--- src/rtl/regfile_pkg.sv ---
// Shared types and defaults for the register-file write scheduler.
package regfile_pkg;

  localparam int DEF_WIDTH = 64;
  localparam int DEF_DEPTH = 5;
  localparam int NUM_REGS  = 2 ** DEF_DEPTH;

  typedef enum logic {INIT = 1'b0, RUN = 1'b1} state_t;

  typedef enum logic {REQ_A = 1'b0, REQ_B = 1'b1} req_id_t;

endpackage

--- src/rtl/regfile_write_scheduler_if.sv ---
// Requester handshakes plus the register-file write port of the scheduler.
interface regfile_write_scheduler_if #(
  parameter int WIDTH = regfile_pkg::DEF_WIDTH,
  parameter int DEPTH = regfile_pkg::DEF_DEPTH
);

  logic             a_valid;
  logic             a_ready;
  logic [DEPTH-1:0] a_rd;
  logic [WIDTH-1:0] a_data;
  logic             b_valid;
  logic             b_ready;
  logic [DEPTH-1:0] b_rd;
  logic [WIDTH-1:0] b_data;
  logic             regWrite;
  logic [DEPTH-1:0] writeReg;
  logic [WIDTH-1:0] dataWrite;
  logic             init_done;

  modport master (
    output a_valid, a_rd, a_data, b_valid, b_rd, b_data,
    input  a_ready, b_ready, regWrite, writeReg, dataWrite, init_done
  );

  modport slave (
    input  a_valid, a_rd, a_data, b_valid, b_rd, b_data,
    output a_ready, b_ready, regWrite, writeReg, dataWrite, init_done
  );

endinterface

--- src/rtl/rr_arbiter2.sv ---
// Two-way round-robin arbiter; the pointer moves only when a grant is consumed.
module rr_arbiter2
  import regfile_pkg::*;
(
  input  logic       clk,
  input  logic       rst_n,
  input  logic [1:0] req,
  input  logic       advance,
  output logic [1:0] grant
);

  // Remembers who won last; resetting to REQ_B gives A first priority.
  req_id_t last_reg;

  always_comb begin
    grant = req;
    if (req == 2'b11) begin
      grant = (last_reg == REQ_A) ? 2'b10 : 2'b01;
    end
  end

  always_ff @(posedge clk or negedge rst_n) begin
    if (!rst_n) begin
      last_reg <= REQ_B;
    end else if (advance && (grant != 2'b00)) begin
      last_reg <= grant[1] ? REQ_B : REQ_A;
    end
  end

endmodule

--- src/rtl/regfile_write_scheduler.sv ---
// Clears the register file after reset, then merges two writeback streams
// onto the single registered write port with round-robin arbitration.
module regfile_write_scheduler
  import regfile_pkg::*;
#(
  parameter int WIDTH = DEF_WIDTH,
  parameter int DEPTH = DEF_DEPTH
) (
  input  logic                      clk,
  input  logic                      rst_n,
  regfile_write_scheduler_if.slave  bus
);

  state_t           state_reg;
  logic [DEPTH-1:0] sweep_cnt_reg;
  logic             reg_write_reg;
  logic [DEPTH-1:0] write_addr_reg;
  logic [WIDTH-1:0] write_data_reg;
  logic             init_done_reg;

  logic             run;
  logic [1:0]       grant;
  logic             xfer;
  logic [DEPTH-1:0] sel_rd;
  logic [WIDTH-1:0] sel_data;

  // Requests are masked outside RUN, so ready is also low during reset and the sweep.
  assign run = (state_reg == RUN);

  rr_arbiter2 u_arb (
    .clk     (clk),
    .rst_n   (rst_n),
    .req     ({bus.b_valid, bus.a_valid} & {2{run}}),
    .advance (xfer),
    .grant   (grant)
  );

  assign xfer     = |grant;
  assign sel_rd   = grant[1] ? bus.b_rd   : bus.a_rd;
  assign sel_data = grant[1] ? bus.b_data : bus.a_data;

  assign bus.a_ready   = grant[0];
  assign bus.b_ready   = grant[1];
  assign bus.regWrite  = reg_write_reg;
  assign bus.writeReg  = write_addr_reg;
  assign bus.dataWrite = write_data_reg;
  assign bus.init_done = init_done_reg;

  always_ff @(posedge clk or negedge rst_n) begin
    if (!rst_n) begin
      state_reg      <= INIT;
      sweep_cnt_reg  <= DEPTH'(1);
      reg_write_reg  <= 1'b0;
      write_addr_reg <= '0;
      write_data_reg <= '0;
      init_done_reg  <= 1'b0;
    end else begin
      case (state_reg)
        INIT: begin
          // The counter wraps to zero once the top address has been written.
          if (sweep_cnt_reg == '0) begin
            state_reg     <= RUN;
            init_done_reg <= 1'b1;
            reg_write_reg <= 1'b0;
          end else begin
            reg_write_reg  <= 1'b1;
            write_addr_reg <= sweep_cnt_reg;
            write_data_reg <= '0;
            sweep_cnt_reg  <= sweep_cnt_reg + 1'b1;
          end
        end
        RUN: begin
          // Writes to r0 finish the handshake but never reach the port.
          reg_write_reg <= xfer && (sel_rd != '0);
          if (xfer && (sel_rd != '0)) begin
            write_addr_reg <= sel_rd;
            write_data_reg <= sel_data;
          end
        end
        default: state_reg <= INIT;
      endcase
    end
  end

endmodule

--- src/flat_wrapper.sv ---
// flat-port wrapper written by rule: the top's interface ports become plain ports
module regfile_write_scheduler_flat import regfile_pkg::*;
#(
  parameter int WIDTH = DEF_WIDTH,
  parameter int DEPTH = DEF_DEPTH
)
  (clk, rst_n, bus_a_valid, bus_a_rd, bus_a_data, bus_b_valid, bus_b_rd, bus_b_data, bus_a_ready, bus_b_ready, bus_regWrite, bus_writeReg, bus_dataWrite, bus_init_done);
  regfile_write_scheduler_if #(.WIDTH(WIDTH), .DEPTH(DEPTH)) bus_i ();
  input  logic clk;
  input  logic rst_n;
  input wire logic [$bits(bus_i.a_valid)-1:0] bus_a_valid;
  input wire logic [$bits(bus_i.a_rd)-1:0] bus_a_rd;
  input wire logic [$bits(bus_i.a_data)-1:0] bus_a_data;
  input wire logic [$bits(bus_i.b_valid)-1:0] bus_b_valid;
  input wire logic [$bits(bus_i.b_rd)-1:0] bus_b_rd;
  input wire logic [$bits(bus_i.b_data)-1:0] bus_b_data;
  output wire logic [$bits(bus_i.a_ready)-1:0] bus_a_ready;
  output wire logic [$bits(bus_i.b_ready)-1:0] bus_b_ready;
  output wire logic [$bits(bus_i.regWrite)-1:0] bus_regWrite;
  output wire logic [$bits(bus_i.writeReg)-1:0] bus_writeReg;
  output wire logic [$bits(bus_i.dataWrite)-1:0] bus_dataWrite;
  output wire logic [$bits(bus_i.init_done)-1:0] bus_init_done;
  assign bus_i.a_valid = bus_a_valid;
  assign bus_i.a_rd = bus_a_rd;
  assign bus_i.a_data = bus_a_data;
  assign bus_i.b_valid = bus_b_valid;
  assign bus_i.b_rd = bus_b_rd;
  assign bus_i.b_data = bus_b_data;
  assign bus_a_ready = bus_i.a_ready;
  assign bus_b_ready = bus_i.b_ready;
  assign bus_regWrite = bus_i.regWrite;
  assign bus_writeReg = bus_i.writeReg;
  assign bus_dataWrite = bus_i.dataWrite;
  assign bus_init_done = bus_i.init_done;
  regfile_write_scheduler #(.WIDTH(WIDTH), .DEPTH(DEPTH)) u_core (.clk(clk), .rst_n(rst_n), .bus(bus_i));
endmodule
--- config.mk ---
export PLATFORM = sky130hd
export DESIGN_NAME = regfile_write_scheduler_flat
export DESIGN_NICKNAME = d
export VERILOG_FILES = /design/src/rtl/regfile_pkg.sv /design/src/rtl/regfile_write_scheduler_if.sv /design/src/rtl/rr_arbiter2.sv /design/src/rtl/regfile_write_scheduler.sv /design/src/flat_wrapper.sv
export SDC_FILE = /design/constraint.sdc
export NUM_CORES = 1
export LEC_CHECK = 0
export ABC_AREA = 1
export BUFFER_PORTS_ARGS = -buffer_cell sky130_fd_sc_hd__buf_2
export CAP_MARGIN = 20
export CELL_PAD_IN_SITES_DETAIL_PLACEMENT = 0
export CELL_PAD_IN_SITES_GLOBAL_PLACEMENT = 1
export CORE_MARGIN = 5
export CORE_UTILIZATION = 31
export CTS_CLUSTER_SIZE = 28
export DETAILED_ROUTE_END_ITERATION = 8
export PLACE_DENSITY_LB_ADDON = 0.1
export RECOVER_POWER = 50
export REMOVE_ABC_BUFFERS = 1
export SLEW_MARGIN = 20
export SYNTH_ARGS = -nofsm -noshare
export SYNTH_HDL_FRONTEND = slang
export SYNTH_HIERARCHICAL = 1
export SYNTH_SLANG_ARGS = --single-unit
--- constraint.sdc ---
create_clock -name clk -period 2.7 [get_ports clk]
set_input_delay 0.27 -clock clk [delete_from_list [all_inputs] [get_ports clk]]
set_output_delay 0.27 -clock clk [all_outputs]
set_load 0.02 [all_outputs]
==> results.md, run 1 <==
- Initial core utilization: ~31%
- Result of the run: finished, violations left
- Buf+Inv Stages, Crit Path: 3
- Number of optimization iterations in the first detailed-route pass: 4
- Instance count of the mapped netlist: 579
- Critical setup path kind: reg2reg
- Min-Delay Path Class: in2reg
- Wire length of the first global-routing pass: between 20 and 25 mm
- Terminating pin of the worst hold path: u_core/bus.dataWrite[24]$_DFFE_PN0P_
- Mean Syn Cell Area: about 7.1 um2
- Post-place instance area: between 5000 and 6000 um2
- Worst reg2reg endpoint: u_core/bus.dataWrite[61]$_DFFE_PN0P_
- Number of top-level design ports: around 220
- Largest delay contributor family on the critical path: simple AND/OR/NAND/NOR gates
- Max H-tree Level: 3
- Arrival time reported for the critical path endpoint: around 2400 ps
- Failing checks: max-capacitance violations, max-slew violations
- Required @ worst endpoint: slightly below 3000 ps
- Top cell type by total area after synthesis: sky130_fd_sc_hd__dfrtp_1
- Total number of vias: 4194
- Number of rows in the core area: 42
- Share of synthesized area occupied by flip-flops and latches: 47.5%
- Nets@finish: around 920
- Start of the worst register-to-register path: u_core/run$_DFF_PN0_
- Crit-path slowest cell: sky130_fd_sc_hd__dfrtp_1
- Post-DR wirelength/cell: approximately 13 um
- Power density cells: a little over 800 nW/um2
- Quantity of hold-fixing buffers added after cts: 0
- Final hold viol count: 0
- Via count of the first global-routing pass: 4456
- Post-CTS Setup Inserts: 0
- Wire length reported by the detailed router: around 13 mm
- Count of routing violations after the opening detailed-route iteration: approximately 150
- Count of nets left with antenna violations after detail routing: 0
- Layout cells sized above 1: between 20% and 30%
- Predominant post-synthesis flop cell: sky130_fd_sc_hd__dfrtp_1
- DPL Wire Length: between 9 and 10 mm
- Share of synthesized flip-flops with an asynchronous set or reset: 100%
- Routability congestion estimate from global placement: roughly 0.75
- Count of final setup violators: 0
- Maximum buffer depth of the clock tree: 2
- Share of Yosys cell area claimed by the top area cell type: 46.3%
- Crit path top cell by count: sky130_fd_sc_hd__nand2_1
- Core Box Area: ~13000 um2
- Die ar.: roughly 16000 um2
- Insertion delay to the later sink of the worst-skew pair: roughly 330 ps
- Max-slew violation count: about 80
- Slack of the worst reg-to-reg path: ~570 ps
- Main area contributors after synthesis: sky130_fd_sc_hd__dfrtp_1 (46%), sky130_fd_sc_hd__nand2_1 (32%), sky130_fd_sc_hd__nand3_1 (8.8%)
- Antenna violations before repair: 0
- Static leakage: about 0.0033 uW
- Post-synthesis instance area: just over 4000 um2
- Worst-case headroom to the max-slew limit: -31.9%
- Final-layout setup total negative slack: 0 ps
- Clk pin slew, worst setup/hold paths: around 60 ps
- CTS tree: yes
- Global router's overall resource usage: between 15 and 20%
- Final instance area: between 5000 and 6000 um2
- Startpoint types: flop
- Number of instances on the worst hold path: 5
- Grt total ovfl: 0
- EDFF count, synth: 0
- Critical Path Fanout Max: 37
- Placed cell count: between 900 and 1000
- Vias per cell: around 4.4
- Crit path time final: between 2000 and 2500 ps
- Maximum number of pins on one net before global-route repair: slightly below 80
- Cell Chain, Critical Path: nand2_1 -> inv_1 -> a21boi_4 -> inv_2 -> nand2_1 -> nand2_1 -> nor2_1 -> nand3_2 -> nand2_4 -> buf_4 -> nand3_1 -> nand2_1
- CTS resizes: 0
- Master cell of the clock root buffer: sky130_fd_sc_hd__clkbuf_16
- Largest register FFs: 64
- DRC viols: 0
- Non-Filler Instances: 958
- Hold path start: bus_a_data[24]
- Buffers on Ports: between 200 and 250
- Fill cell instance count of the final layout: between 1000 and 1500
- FMAX: between 400 and 500 MHz
- Worst hold margin: ~230 ps
- Vert. Die Dim: ~130 um
- Seq cells post-synth: between 70 and 80
- Share of the clock period used by the worst path: 78.7%
- Synth warnings: 6
- Distinct cells, synth: 27
- Number of buffers created by CTS: 9
- Worst Reg2Reg Path Length in Cells: 12
- CP peak stage delay: 370 ps
- Count of antenna diodes in the layout: 0
- Setup skew after layout: between 5 and 6 ps
- Setup repair after global routing missed its margin: no
- Worst Max-Slew Pin Slew: between 1500 and 2000 ps
- Max-cap violations: 1
- Num Clock Sinks: 78
- Floorplan die width: 125 um
- Critical path capture point type: flop
- IR Drop Worst-Case VDD: between 0.2 and 0.3 mV
- Synthesis-to-finish area growth: 33.8%
==> synthesized netlist by cell type (2+ instances only) <==
library cell and n:
sky130_fd_sc_hd__a21oi_1 2, sky130_fd_sc_hd__a31oi_1 2, sky130_fd_sc_hd__buf_1 4, sky130_fd_sc_hd__buf_2 15, sky130_fd_sc_hd__buf_4 7, sky130_fd_sc_hd__buf_6 6
sky130_fd_sc_hd__clkbuf_1 5, sky130_fd_sc_hd__dfrtp_1 76, sky130_fd_sc_hd__dfstp_2 2, sky130_fd_sc_hd__ha_1 2, sky130_fd_sc_hd__inv_1 9, sky130_fd_sc_hd__nand2_1 352
sky130_fd_sc_hd__nand2_4 2, sky130_fd_sc_hd__nand3_1 72, sky130_fd_sc_hd__nand4_1 2, sky130_fd_sc_hd__nor2_1 6, sky130_fd_sc_hd__o21ai_0 3, sky130_fd_sc_hd__xor2_1 3
==> cell usage in the layout (no fill, tap or decap), drive strengths merged <==
cell type  Yosys  layout
xor2           3       3
ha             2       2
buf           32     188
dfrtp         76      76
nand4          2       2
nand3         73      73
inv           11      11
nor2           6       6
o21ai          4       4
a31oi          2       2
dfstp          2       2
a21boi         2       2
xnor2          1       1
nand2        354     354
clkinv         0       2
or2            1       1
clkbuf         5      50
a21oi          2       2
o21bai         1       1
==> power breakdown <==
group          switching [uW]  leakage [uW]  internal, uW
clock network             454      0.000123           616
logic                    1210       0.00218           551
registers                 188      0.000954          1520
total                    1850       0.00325          2680
==> worst register-to-register path, cell delays in order, from the launching register on <==
cell and delay (ps):
sky130_fd_sc_hd__dfrtp_1 370, sky130_fd_sc_hd__nand2_1 60, sky130_fd_sc_hd__inv_1 90, sky130_fd_sc_hd__a21boi_4 290
sky130_fd_sc_hd__inv_2 120, sky130_fd_sc_hd__nand2_1 80, sky130_fd_sc_hd__nand2_1 60, sky130_fd_sc_hd__nor2_1 150
sky130_fd_sc_hd__nand3_2 110, sky130_fd_sc_hd__nand2_4 130, sky130_fd_sc_hd__buf_4 370, sky130_fd_sc_hd__nand3_1 140
sky130_fd_sc_hd__nand2_1 100
==> layer usage <==
metal	vias to the layer above	wire length, um	global-route usage, %
met4	0	156	5.23
met5	-	0	0
met3	11	1010	5.07
met2	130	5930	26.9
li1	2192	-	-
met1	1861	5520	20.2
==> cell type report <==
| class | instances | area, um2 | area share [%] |
|---|---|---|---|
| Multi-Input combinational cell | 453 | 1900 | 34.5 |
| Clock buffer | 13 | 240 | 4.37 |
| Sequential cell | 78 | 1950 | 35.5 |
| Tap cell | 176 | 220 | 4.00 |
| Inverter | 11 | 43.8 | 0.796 |
| Timing Repair Buffer | 225 | 1130 | 20.6 |
| Clock inverter | 2 | 10.0 | 0.182 |
==> worst max-delay path by stage <==
stage,start,to,slack (ps),cells after the start
2_1_floorplan,u_core/run$_DFF_PN0_,u_core/bus.dataWrite[0]$_DFFE_PN0P_,-5400,9
3_3_place_gp,bus_b_valid,u_core/bus.dataWrite[22]$_DFFE_PN0P_,740,13
3_5_place_dp,u_core/run$_DFF_PN0_,u_core/bus.dataWrite[61]$_DFFE_PN0P_,600,12
4_1_cts,u_core/run$_DFF_PN0_,u_core/bus.dataWrite[61]$_DFFE_PN0P_,590,12
5_1_grt,u_core/run$_DFF_PN0_,u_core/bus.writeReg[2]$_DFFE_PN0P_,390,12
6_report,u_core/run$_DFF_PN0_,u_core/bus.dataWrite[61]$_DFFE_PN0P_,570,12
==> kinds of logic after synthesis <==
| group | Yosys count | synth area share, % |
|---|---|---|
| compound gates | 11 | 1.67 |
| xor+xnor | 4 | 0.852 |
| fa+ha+maj | 2 | 0.609 |
| buf+inv | 48 | 6.63 |
| flops | 78 | 47.5 |
| simple gates | 436 | 42.7 |
==> per-stage QoR <==
| stage | power, uW | setup WS (ps) | utilization [%] |
|---|---|---|---|
| 6_report | 4540 | 574 | 41.9 |
| 5_1_grt | 4890 | 387 | 41.9 |
| 4_1_cts | 4670 | 592 | 42.2 |
| 3_5_place_dp | 3570 | 604 | 40.3 |
| 3_3_place_gp | 3550 | 740 | 40.3 |
| 2_1_floorplan | 2820 | -5400 | - |
No activity file was read; power rests on OpenSTA's default activity.
==> run 2, diff against run 1 <==
- clock period: 2.7 -> 2.2 ns (I/O delays scaled with it)
==> run 2 against run 1 <==
Cell area increased by 0.77%; flip-flop and latch count unchanged; worst setup slack got worse by 410 ps; clock skew about the same; the run now ends clean; critical path depth decreased by 3; critical path type unchanged; clock power increased by 46%; sequential share of layout area decreased by 0.27 points.
==> results.md, run 2 (synthesis gave the netlist of run 1 again) <==
- Max-cap violations: 0
- Placed cell count: approximately 940
- Number of rows in the core area: between 40 and 50
- Clk network pwr share: between 20% and 30%
- Max H-tree Level: 3
- Setup skew after layout: roughly 4.8 ps
- Worst slack at placement: 156 ps
- Worst Reg2Reg Path Length in Cells: 9
- Worst Max-Slew Pin Slew: about 1000 ps
- Required @ worst endpoint: around 2500 ps
- Synthesis-to-finish area growth: 34.8%
- Met3 GRT Util: approximately 5.4%
- Min-Delay Path Class: in2reg
- Vias per cell: around 4.4
- Critical Path Fanout Max: between 60 and 70
- Maximum number of pins on one net before global-route repair: between 70 and 80
- Arrival time reported for the critical path endpoint: between 2000 and 2500 ps
- Crit-path slowest cell: sky130_fd_sc_hd__inv_4
- Busiest layer in global routing: met2
- Cell Chain, Critical Path: nand2_1 -> inv_1 -> a21boi_4 -> inv_2 -> a21oi_1 -> nand2_4 -> inv_4 -> nand2_1 -> nand2_1
- Final hold viol count: 0
- Floorplan die width: 125 um
- Buffers on Ports: 214
- Number of top-level design ports: approximately 220
- Count of nets left with antenna violations after detail routing: 0
- Net Switching: between 2000 and 2500 uW
- Vert. Die Dim: 125 um
- IR Drop Worst-Case VDD: ~0.34 mV
- Total number of vias: 4235
- Wire length reported by the detailed router: 12.6 mm
- Final-layout setup total negative slack: 0 ps
- Maximum buffer depth of the clock tree: 2
- Die ar.: 15700 um2
- Number of optimization iterations in the first detailed-route pass: 4
- Largest register FFs: 64
- Clk pin slew, worst setup/hold paths: roughly 60 ps
- Initial core utilization: a little under a third
- Share of the clock period used by the worst path: about 93%
- Setup repair after global routing missed its margin: yes
- Max-slew violation count: 0
- Static leakage: roughly 0.0032 uW
- Insertion delay to the later sink of the worst-skew pair: approximately 330 ps
- Count of antenna diodes in the layout: 0
- Overall Power: between 5000 and 6000 uW
- Power density cells: 1040 nW/um2
- Proportion of power drawn by flip-flops and latches: ~36%
- Global router's overall resource usage: between 10% and 20%
- Crit path top cell by count: sky130_fd_sc_hd__nand2_1
- Wire length of the first global-routing pass: approximately 21 mm
- Master cell of the clock root buffer: sky130_fd_sc_hd__clkbuf_16
- CP peak stage delay: between 400 and 500 ps
- Crit path time final: slightly above 2000 ps
- Worst-case headroom to the max-slew limit: roughly 33%
- Num Clock Sinks: 78
- Met2 capacity usage during global routing: between 20% and 30%
- Critical path capture point type: flop
- Number of instances on the worst hold path: 5
- Final cell utilization of the core: 42.2%
- Internal power consumption: approximately 3500 uW
- DRC viols: 0
- DPL Wire Length: around 9.5 mm
- CTS tree: yes
- Routability congestion estimate from global placement: 0.790
- Non-Filler Instances: ~960
- Result of the run: completed
- Post-DR wirelength/cell: around 13 um
- Via count of the first global-routing pass: about 4400
- Number of buffers created by CTS: 9
- FMAX: about 500 MHz
- Core Box Area: around 13000 um2
- Grt total ovfl: 0
- Startpoint types: flop
- Commonest non-fill, non-tap cells in the layout: sky130_fd_sc_hd__nand2_1 (351), sky130_fd_sc_hd__buf_2 (164), sky130_fd_sc_hd__dfrtp_1 (76)
- Count of routing violations after the opening detailed-route iteration: between 200 and 250
- Comb power frac: a little under two fifths
- Critical setup path kind: reg2reg
- GRT met1 Usage: roughly 21%
- Count of final setup violators: 0
- Antenna violations before repair: 0
- Fraction of power spent switching nets: between 30% and 40%
- Nets@finish: 921
- Final setup margin: ~160 ps
- Most common cell after layout, fill and taps aside: sky130_fd_sc_hd__nand2_1
- Layout cells sized above 1: about a quarter
==> run 2: power groups by stage <==
stage / Sequential, uW / Combinational, uW / Clock, uW
6_report: 2100 / 2120 / 1560
3_3_place_gp: 2100 / 2250 / 0
3_5_place_dp: 2110 / 2260 / 0
2_1_floorplan: 2610 / 843 / 0
5_1_grt: 2160 / 2400 / 1670
4_1_cts: 2100 / 2260 / 1610
==> run 2: layout make-up <==
class / instances / area (um2)
clock buffer: 9 / 225
clock inverter: 7 / 88.8
timing repair buffer: 224 / 1110
fill: 1506 / 7590
tap: 176 / 220
inverter: 11 / 43.8
multi-input combinational: 453 / 1900
sequential: 78 / 1950
==> run 2: path summary, 6_finish.rpt <==
kind                                                 startpoint                                   end  slack [ps]
setup / recovery                           u_core/run$_DFF_PN0_  u_core/bus.dataWrite[32]$_DFFE_PN0P_         160
min in group asynchronous                                 rst_n  u_core/bus.dataWrite[54]$_DFFE_PN0P_         590
setup reg to reg                           u_core/run$_DFF_PN0_  u_core/bus.dataWrite[32]$_DFFE_PN0P_         160
hold / removal                                   bus_a_data[31]  u_core/bus.dataWrite[31]$_DFFE_PN0P_         180
max in group asynchronous                                 rst_n     u_core/u_arb/last_reg$_DFFE_PN1P_         790
hold reg to reg            u_core/bus.dataWrite[28]$_DFFE_PN0P_  u_core/bus.dataWrite[28]$_DFFE_PN0P_         490
==> run 2: critical path, delay by kind of cell (launching register included) <==
family	cells	cell delay, ps
DFF	1	360
buffers and inverters	3	660
and+or+nand+nor	4	370
AOI/OAI and AO/OA	2	520
==> run 2: timing repair <==
item | in CTS | in global routing
buffers inserted | 0 | 0
endpoints found under the hold margin | 37 | 0
setup endpoints to repair | 0 | 50
resized for setup | 0 | 0
hold buffers | 1 | 0
==> run 2: through the flow <==
stage               area [um2]  hold slack (ps)
finish                    5540              179
global route              5540              191
CTS                       5610              169
detailed placement        5280              227
global placement          5280              228
floorplan                 3880            -75.6
==> run 2: metal layers <==
metal  vias to the layer above  part of all wire [%]
li1                       2189                     -
met1                      1896                    44
met2                       138                    46
met3                        12                   8.0
met4                         0                   1.4
met5                         -                     0
==> run 3, diff against run 2 <==
- RECOVER_POWER: 50 -> unset
- REMOVE_ABC_BUFFERS: 1 -> unset
==> run 3 against run 2 <==
Wire length grew 1.2%; sequential power is essentially flat; cell area grew 1.8%; critical path type unchanged.
==> results.md, run 3 (synthesis gave the netlist of run 1 again) <==
- Number of top-level design ports: around 220
- Insertion delay to the later sink of the worst-skew pair: 330 ps
- Max H-tree Level: 3
- Clk pin slew, worst setup/hold paths: approximately 60 ps
- Final-layout setup total negative slack: 0 ps
- Critical Path Fanout Max: 32
- Vert. Die Dim: between 100 and 150 um
- Power density cells: 1030 nW/um2
- Number of rows in the core area: 42
- Total number of vias: roughly 4300
- Number of instances on the worst hold path: 5
- Count of nets left with antenna violations after detail routing: 0
- Count of final setup violators: 0
- Grt total ovfl: 0
- Master cell of the clock root buffer: sky130_fd_sc_hd__clkbuf_16
- IR Drop Worst-Case VDD: 0.423 mV
- Terminating pin of the worst hold path: u_core/bus.dataWrite[26]$_DFFE_PN0P_
- Slack of the worst reg-to-reg path: just over 200 ps
- Static leakage: 0.00340 uW
- Worst Max-Slew Pin Slew: 514 ps
- Global router's overall resource usage: 16.2%
- CTS tree: yes
- FMAX: ~500 MHz
- Commonest non-fill, non-tap cells in the layout: sky130_fd_sc_hd__nand2_1 (351), sky130_fd_sc_hd__buf_2 (213), sky130_fd_sc_hd__dfrtp_1 (76)
- Vias per cell: about 4.4
- Largest delay contributor family on the critical path: simple AND/OR/NAND/NOR gates
- Setup repair after global routing missed its margin: no
- Nets@finish: 924
- Most common cell after layout, fill and taps aside: sky130_fd_sc_hd__nand2_1
- Initial core utilization: a little under a third
- DPL Wire Length: between 9 and 10 mm
- Post-DR wirelength/cell: 13.3 um
- CTS resizes: 0
- Min-Delay Path Class: in2reg
- Startpoint types: flop
- Crit-path slowest cell: sky130_fd_sc_hd__dfrtp_1
- Critical setup path kind: reg2reg
- Hold path start: bus_a_data[26]
- Setup skew after layout: roughly 4.5 ps
- Synthesis-to-finish area growth: 37.2%
- Worst hold margin: ~180 ps
- Overall Power: about 5800 uW
- Maximum buffer depth of the clock tree: 2
- Largest register FFs: 64
- Antenna violations before repair: 0
- Final instance area: 5640 um2
- Post-Syn Nets: around 720
- Buf+Inv Stages, Crit Path: 3
- Worst slack at placement: between 200 and 250 ps
- Die ar.: 15700 um2
- Number of optimization iterations in the first detailed-route pass: 6
- DRC viols: 0
- Layout cells sized above 1: 32.0%
- Routability congestion estimate from global placement: 0.753
- Crit path time final: approximately 2000 ps
- Final hold viol count: 0
- Core Box Area: 13100 um2
- Floorplan die width: ~130 um
- Count of routing violations after the opening detailed-route iteration: between 200 and 250
- Count of antenna diodes in the layout: 0
- Wire length of the first global-routing pass: 20.8 mm
- Via count of the first global-routing pass: 4231
- Number of buffers created by CTS: 9
- Max-cap violations: 0
- Arrival time reported for the critical path endpoint: about 2300 ps
- Wire length reported by the detailed router: 12.7 mm
- Worst-case headroom to the max-slew limit: 65.8%
- CP peak stage delay: 360 ps
- Cell Chain, Critical Path: nand2_1 -> inv_1 -> a21boi_4 -> inv_2 -> nand2_1 -> nand2_1 -> nor2_1 -> nand3_2 -> nand2_4 -> buf_4 -> nand3_1 -> nand2_1
- Post-place instance area: roughly 5300 um2
- Required @ worst endpoint: between 2000 and 2500 ps
- Crit path top cell by count: sky130_fd_sc_hd__nand2_1
- Worst reg2reg endpoint: u_core/bus.dataWrite[29]$_DFFE_PN0P_
- Fill cell instance count of the final layout: between 1000 and 1500
- Max-slew violation count: 0
- Start of the worst register-to-register path: u_core/run$_DFF_PN0_
- Maximum number of pins on one net before global-route repair: between 40 and 50
- Final setup margin: around 200 ps
- Worst Reg2Reg Path Length in Cells: 12
- Result of the run: completed
- Critical path capture point type: flop
- Num Clock Sinks: 78
- Buffers on Ports: approximately 210
- Share of the clock period used by the worst path: about nine tenths
run 3: changes by cell type in the layout (fill, tap and decap cells not counted), sizes merged:
cell / previous run / this run
buf: 173 / 226
bufinv: 2 / 1
clkbuf: 59 / 11
clkinv: 5 / 2
clkinvlp: 0 / 2
run 3: layer usage:
metal	GRT usage (%)	share of wire [%]
met5	0	0
met4	5.36	1.2
met1	19.3	42
met3	5.07	7.4
met2	27.6	49
run 3: worst reg2reg max path: stages (launching register included):
cell and delay [ps]:
sky130_fd_sc_hd__dfrtp_1 360, sky130_fd_sc_hd__nand2_1 60, sky130_fd_sc_hd__inv_1 80, sky130_fd_sc_hd__a21boi_4 290
sky130_fd_sc_hd__inv_2 130, sky130_fd_sc_hd__nand2_1 80, sky130_fd_sc_hd__nand2_1 60, sky130_fd_sc_hd__nor2_1 140
sky130_fd_sc_hd__nand3_2 110, sky130_fd_sc_hd__nand2_4 100, sky130_fd_sc_hd__buf_4 320, sky130_fd_sc_hd__nand3_1 140
sky130_fd_sc_hd__nand2_1 80
run 3: worst max-delay path by stage:
stage,from,endpoint,slack [ps],depth (start not counted)
final,u_core/run$_DFF_PN0_,u_core/bus.dataWrite[29]$_DFFE_PN0P_,200,12
after global routing,u_core/run$_DFF_PN0_,u_core/bus.dataWrite[31]$_DFFE_PN0P_,5,12
after CTS,u_core/run$_DFF_PN0_,u_core/bus.dataWrite[13]$_DFFE_PN0P_,200,12
after detailed placement,u_core/run$_DFF_PN0_,u_core/bus.dataWrite[13]$_DFFE_PN0P_,220,12
after global placement,u_core/run$_DFF_PN0_,u_core/bus.dataWrite[6]$_DFFE_PN0P_,310,12
after floorplan,u_core/run$_DFF_PN0_,u_core/bus.dataWrite[58]$_DFFE_PN0P_,7,15
run 3: power breakdown:
part,total [uW],internal [uW],switching (uW)
Sequential,2070,1860,214
Combinational,2270,763,1510
Clock,1470,909,563
run 3: metrics by stage:
step / instances / util, %
after detailed placement: 944 / 40.6
after global routing: 961 / 42.9
final: 961 / 42.9
after floorplan: 579 / -
after CTS: 961 / 42.9
after global placement: 944 / 40.6
run 3: layout make-up:
| class | instances | area, um2 | share of cell area (%) |
|---|---|---|---|
| sequential | 78 | 1950 | 34.6 |
| multi-input combinational | 453 | 1900 | 33.6 |
| timing repair buffer | 227 | 1220 | 21.7 |
| clock buffer | 11 | 243 | 4.30 |
| tap | 176 | 220 | 3.90 |
| clock inverter | 5 | 58.8 | 1.04 |
| inverter | 11 | 43.8 | 0.776 |
run 3: what timing repair did:
item	CTS	global route
hold buffers	1	0
setup buffers	0	0
endpoints found under the hold margin	37	0
